## config.mk

```make
export PLATFORM = sky130hd
export DESIGN_NAME = bias_feed
export DESIGN_NICKNAME = d
export VERILOG_FILES = /design/src/rtl/bias_feed.sv
export SDC_FILE = /design/constraint.sdc
export NUM_CORES = 1
export LEC_CHECK = 0
export ABC_CLOCK_PERIOD_IN_PS = 6100
export CAP_MARGIN = 0
export CELL_PAD_IN_SITES_DETAIL_PLACEMENT = 1
export CELL_PAD_IN_SITES_GLOBAL_PLACEMENT = 1
export CORE_MARGIN = 2
export CORE_UTILIZATION = 45
export DETAILED_ROUTE_END_ITERATION = 8
export PLACE_DENSITY_LB_ADDON = 0.1
export SLEW_MARGIN = 25
export SYNTH_ARGS = -nofsm -noshare
export SYNTH_HDL_FRONTEND = slang
export SYNTH_SLANG_ARGS = --single-unit
```

## constraint.sdc

```tcl
create_clock -name clk -period 6.1 [get_ports clk]
set_input_delay 1.83 -clock clk [delete_from_list [all_inputs] [get_ports clk]]
set_output_delay 1.83 -clock clk [all_outputs]
set_load 0.02 [all_outputs]
```

## src/rtl/bias_feed.sv

```systemverilog
// bias_feed: accepts raw bias words over valid/ready and aligns each one with a
// saturating left shift. The aligned words are held in a small FIFO. One
// registered bias at a time is presented to the downstream adder, and the
// consumer steps through them with single-cycle bias_next pulses.
module bias_feed #(
    parameter int NUM_WIDTH   = 16,
    parameter int DEPTH_NB    = 3,
    parameter int SHIFT_WIDTH = 4
) (
    input  logic                   clk,
    input  logic                   rst,
    input  logic [SHIFT_WIDTH-1:0] cfg_shift,
    input  logic [NUM_WIDTH-1:0]   up_bias_data,
    input  logic                   up_bias_valid,
    output logic                   up_bias_ready,
    input  logic                   bias_next,
    output logic [NUM_WIDTH-1:0]   bias,
    output logic                   bias_valid,
    output logic [DEPTH_NB:0]      bias_count
);

    localparam int DEPTH     = 2 ** DEPTH_NB;
    localparam int SHIFT_MAX = 2 ** SHIFT_WIDTH - 1;
    // Wide enough that the largest shift never loses a bit.
    localparam int EXT_W     = NUM_WIDTH + SHIFT_MAX;

    localparam logic [DEPTH_NB:0]    COUNT_FULL = (DEPTH_NB + 1)'(DEPTH);
    localparam logic [DEPTH_NB:0]    COUNT_ZERO = '0;
    localparam logic [DEPTH_NB:0]    COUNT_ONE  = (DEPTH_NB + 1)'(1);
    localparam logic [NUM_WIDTH-1:0] SAT_POS    = {1'b0, {(NUM_WIDTH - 1){1'b1}}};
    localparam logic [NUM_WIDTH-1:0] SAT_NEG    = {1'b1, {(NUM_WIDTH - 1){1'b0}}};

    // FIFO storage. The read side is the registered output bias itself.
    logic [NUM_WIDTH-1:0] mem [DEPTH];

    logic [DEPTH_NB-1:0]  wr_ptr_q, wr_ptr_d;
    logic [DEPTH_NB-1:0]  rd_ptr_q, rd_ptr_d;
    logic [DEPTH_NB:0]    count_q, count_d;
    logic [NUM_WIDTH-1:0] bias_q;
    logic                 bias_valid_q, bias_valid_d;

    logic                 accept;
    logic                 load;
    logic                 drain;
    logic                 fifo_empty;

    logic [EXT_W-1:0]     ext_word;
    logic [EXT_W-1:0]     shifted_word;
    logic                 overflow;
    logic [NUM_WIDTH-1:0] fmt_word;

    // Ready comes only from the registered count, so it has no path from valid.
    // It is held low while reset is asserted.
    assign up_bias_ready = !rst && (count_q != COUNT_FULL);
    assign accept        = up_bias_valid && up_bias_ready;
    assign fifo_empty    = (count_q == COUNT_ZERO);

    // The load decision uses the count from before the edge. A word accepted
    // into an empty FIFO therefore reaches the output one edge later.
    assign load  = (!bias_valid_q || bias_next) && !fifo_empty;
    // The consumer releases the last bias and nothing is waiting behind it.
    assign drain = bias_next && bias_valid_q && fifo_empty;

    // Sign-extend the word, shift it, and clamp it if significant bits
    // would otherwise fall out of the NUM_WIDTH window.
    always_comb begin
        ext_word     = {{SHIFT_MAX{up_bias_data[NUM_WIDTH-1]}}, up_bias_data};
        shifted_word = ext_word << cfg_shift;
        // The value fits only if every bit from NUM_WIDTH-1 upward repeats the sign.
        overflow     = (shifted_word[EXT_W-1:NUM_WIDTH-1]
                        != {(SHIFT_MAX + 1){shifted_word[EXT_W-1]}});
        fmt_word     = shifted_word[NUM_WIDTH-1:0];
        if (overflow) begin
            fmt_word = shifted_word[EXT_W-1] ? SAT_NEG : SAT_POS;
        end
    end

    // Next-state logic for the pointers, occupancy and output-valid flag.
    always_comb begin
        wr_ptr_d     = wr_ptr_q;
        rd_ptr_d     = rd_ptr_q;
        count_d      = count_q;
        bias_valid_d = bias_valid_q;

        if (accept) begin
            wr_ptr_d = wr_ptr_q + 1'b1;
        end
        if (load) begin
            rd_ptr_d     = rd_ptr_q + 1'b1;
            bias_valid_d = 1'b1;
        end else if (drain) begin
            bias_valid_d = 1'b0;
        end

        // An accept and a load on the same edge cancel in the count.
        case ({accept, load})
            2'b10:   count_d = count_q + COUNT_ONE;
            2'b01:   count_d = count_q - COUNT_ONE;
            default: count_d = count_q;
        endcase
    end

    // Control state register.
    always_ff @(posedge clk) begin
        if (rst) begin
            wr_ptr_q     <= '0;
            rd_ptr_q     <= '0;
            count_q      <= '0;
            bias_valid_q <= 1'b0;
        end else begin
            wr_ptr_q     <= wr_ptr_d;
            rd_ptr_q     <= rd_ptr_d;
            count_q      <= count_d;
            bias_valid_q <= bias_valid_d;
        end
    end

    // FIFO write port. Storage is not reset: reset empties the FIFO through
    // the pointers, so old contents are never read again.
    always_ff @(posedge clk) begin
        if (accept) begin
            mem[wr_ptr_q] <= fmt_word;
        end
    end

    // Output register. It is a registered read of the FIFO head, and it
    // changes only on a load or a reset.
    always_ff @(posedge clk) begin
        if (rst) begin
            bias_q <= '0;
        end else if (load) begin
            bias_q <= mem[rd_ptr_q];
        end
    end

    assign bias       = bias_q;
    assign bias_valid = bias_valid_q;
    assign bias_count = count_q;

endmodule

```

==> impl_metrics.json <==
{
  "h-tree-depth": 4,
  "status": "complete, no violations",
  "n_fill_cell": 1544,
  "power_w": 0.00332,
  "synth_async_sr_flop_share_pct": 0,
  "regArea_sq_mm": 0.00439,
  "worst_r2r_path_depth": 11,
  "met2_usage_pct": 33.5,
  "met1_usage_pct": 26.7,
  "period_share_pct": 82.3,
  "cpLargestDelayFamily": "multiplexers",
  "slowest_delay_ps": 660,
  "clkTransAtPathRegs_ps": 60,
  "clock.fmax_mhz": 199,
  "hpwlAfterDp_um": 10500,
  "clockRootBuffer": "clkbuf_16",
  "ys_ff_latch": 155,
  "core_area_sq_mm": 0.0158,
  "endpoint": "mem[4][12]$_DFFE_PP_",
  "fin_util_pct": 54.1,
  "cts_setup_buffers": 0,
  "die_h_um": 131,
  "maxCapViolCount": 0,
  "reg2reg_to": "bias_count[2]$_SDFFE_PP0P_",
  "layoutNonFillerInstCount": 769,
  "fin_skew_ps": 7.18,
  "dieArea_sq_mm": 0.0172,
  "synthMuxAreaShare_pct": 20.8,
  "grt_util_all_layers_pct": 20.3,
  "grt_max_degree": 35,
  "final.min_clock_period_ps": 5020,
  "drive_gt1_share_pct": 20.4,
  "crit_path_start_kind": "primary input",
  "synth_xor_area_share_pct": 0.964,
  "wl_per_cell_um": 21.0,
  "worstPathArrival_ps": 5170,
  "hold_depth": 2,
  "worst_pin_slew_ps": 955,
  "p_seq_share_pct": 39.2,
  "num_vias": 4386,
  "critPathSlowestCell": "clkdlybuf4s50_1",
  "crit_start": "up_bias_data[12]",
  "layout.nets": 570,
  "grt_pass1_wl_um": 25300,
  "synth_area_sq_mm": 0.00727,
  "antenna_cells": 0,
  "drtIter0Drc": 273,
  "comb_power_share_pct": 30.2,
  "leakage_nw": 2.80,
  "synthTopCellsByArea": "edfxtp_1 53%, mux4_2 14%, dfxtp_1 7.4%",
  "path_cells": "clkdlybuf4s50_1 > mux2i_1 > mux4_2 > or4_1 > mux2i_1 > o221ai_1 > a221oi_4 > buf_4 > mux2i_1",
  "irDropWorstVdd_uv": 202,
  "synth_area_leader_cell": "edfxtp_1",
  "dp_cells": 738,
  "reg2reg_slack_ps": 3450,
  "synth.distinct_cells": 54,
  "antenna_found_initial": 0,
  "p_sw_w": 0.00101,
  "crit_required_ps": 6250,
  "layout_commonest_cell": "edfxtp_1",
  "synth_top_cell_area_share_pct": 52.9,
  "grt_pass1_vias": 4473,
  "syn-instance-count": 495,
  "cts_hold_buf": 0,
  "cts_resized": 0,
  "yosysWarnings": 0,
  "path_depth": 9,
  "synth_top_family_by_area": "multiplexers",
  "num_rows": 46,
  "fin_area_sq_mm": 0.00856,
  "setup_tns_ps": 0,
  "crit_buf_inv": 2,
  "syn_to_final_growth_pct": 17.7,
  "synth_fa_ha_area_share_pct": 0.861,
  "rr_startpoint": "bias_count[1]$_SDFFE_PP0P_",
  "worstSkewPairLatency_ps": 430,
  "p_per_area_mw_per_mm2": 388,
  "avgSynthCellArea_sq_um": 14.7,
  "cp-end-kind": "flop",
  "gp_routability_congestion": 0.824,
  "cp_max_fo": 15,
  "route.detailed.drc": 0,
  "synth_fp_nets": 524,
  "ys_seq_area_share_pct": 60.3,
  "slew_violations": 0,
  "rsz0062_at_grt": "no",
  "ctsLongestPathBuffers": 2,
  "die_x_um": 131,
  "synthFlopType": "edfxtp_1",
  "routed_via_density": 5.70,
  "first_pass_iters": 4,
  "drt-total-wl_um": 16200,
  "finalSetupViolCount": 0,
  "crit_path_frequent_cell": "mux2i_1",
  "ios": 46,
  "multiInputGateArea_sq_mm": 0.00269,
  "worstSetupPathType": "primary input to flop",
  "finalHoldViolCount": 0,
  "hold_class": "flop to flop",
  "synthSimpleGateAreaFrac_pct": 6.84,
  "clock-sinks": 155,
  "port-buffer-count": 45,
  "overflow": 0,
  "start_util_pct": 45.9,
  "synth_edf_count": 128,
  "dpl_cell_area_sq_mm": 0.00799,
  "synth_compound_area_share_pct": 7.39,
  "final_cell_mix": "128 x edfxtp_1, 45 x mux4_2, 44 x mux2i_1, 44 x clkdlybuf4s50_1, 39 x nor2_1",
  "busiest_layer": "met2",
  "grt_use_met3_pct": 4.02,
  "cts_tree": "done",
  "switching_share_pct": 30.4,
  "relSlewSlack_pct": 35.7,
  "clkPwrFrac_pct": 30.6,
  "ant_nets": 0,
  "p_int_w": 0.00231,
  "cts_inserted_buffers": 17
}
power by group through the flow:
stage	Combinational [W]	Clock, W	Sequential [W]
finish	0.00100	0.00102	0.00130
detailed placement	0.00101	0	0.00132
global route	0.00111	0.00107	0.00131
floorplan	0.000642	0	0.00139
CTS	0.00102	0.00103	0.00130
global placement	0.000989	0	0.00132
cells in the mapped netlist (all sizes together) (2+ instances only):
cell type and instances:
a211oi 18, mux4 45, or4 3, o21ai 23, nand3 5, mux2 5, a221oi 3, mux2i 44
a21oi 15, a311oi 2, nor4 2, dfxtp 27, a31oi 4, xnor2 2, nand2 33, nand2b 9
nor2 39, edfxtp 128, buf 14, xor2 6, nand4 2, inv 6, nor4bb 2, nor3 5
ha 5, and2 2, clkbuf 27
how the worst min path moves through the flow:
stage | slack, ps | startpoint | end
after detailed placement | 490 | bias_valid$_SDFFE_PP0P_ | bias_valid$_SDFFE_PP0P_
after floorplan | 460 | wr_ptr_q[0]$_SDFFE_PP0P_ | wr_ptr_q[0]$_SDFFE_PP0P_
final | 490 | bias_valid$_SDFFE_PP0P_ | bias_valid$_SDFFE_PP0P_
after CTS | 500 | bias_valid$_SDFFE_PP0P_ | bias_valid$_SDFFE_PP0P_
after global routing | 520 | bias[4]$_SDFFE_PP0P_ | bias[4]$_SDFFE_PP0P_
after global placement | 480 | bias_valid$_SDFFE_PP0P_ | bias_valid$_SDFFE_PP0P_
layer usage:
layer  share of wire, %  vias up  wire [um]
met2                 48       93       7780
met3                3.9       27        627
met1                 46     2229       7440
li1                   -     2037          -
met5                  0        -          0
met4                2.0        0        317
area by class of cell:
type | count | share of cell area [%]
inverter | 6 | 0.263
clock buffer | 17 | 4.97
timing repair buffer | 68 | 7.22
tap | 216 | 3.16
clock inverter | 14 | 1.70
sequential | 155 | 51.3
multi-input combinational | 293 | 31.4
worst register-to-register path, cell delays in order, from the launching register on:
cell and delay (ps):
dfxtp_1 490, nor3_1 90, a21oi_1 230, and2_0 320, inv_1 130, ha_1 270, xor2_1 170, ha_1 180
a21oi_1 140, xor2_1 90, or3_1 310, a21oi_1 160
metrics by stage:
step                      hold WS, ps  setup WS [ps]
after floorplan                   462           1370
after global placement            480            796
after detailed placement          488            690
after CTS                         496           1100
after global routing              517            884
final                             491           1080
state kept, by name (all words and copies together), names as in the netlist:
name        count
mem           128
bias           16
bias_count      4
rd_ptr_q        3
wr_ptr_q        3
bias_valid      1
kinds of logic (layout without fill, tap and decap cells):
group | Yosys count | count (layout)
mux | 94 | 94
xor+xnor | 8 | 8
compound gates | 79 | 79
flops | 155 | 155
buf+inv | 47 | 105
simple gates | 107 | 107
fa+ha+maj | 5 | 5
No activity file was read; power rests on OpenSTA's default activity.
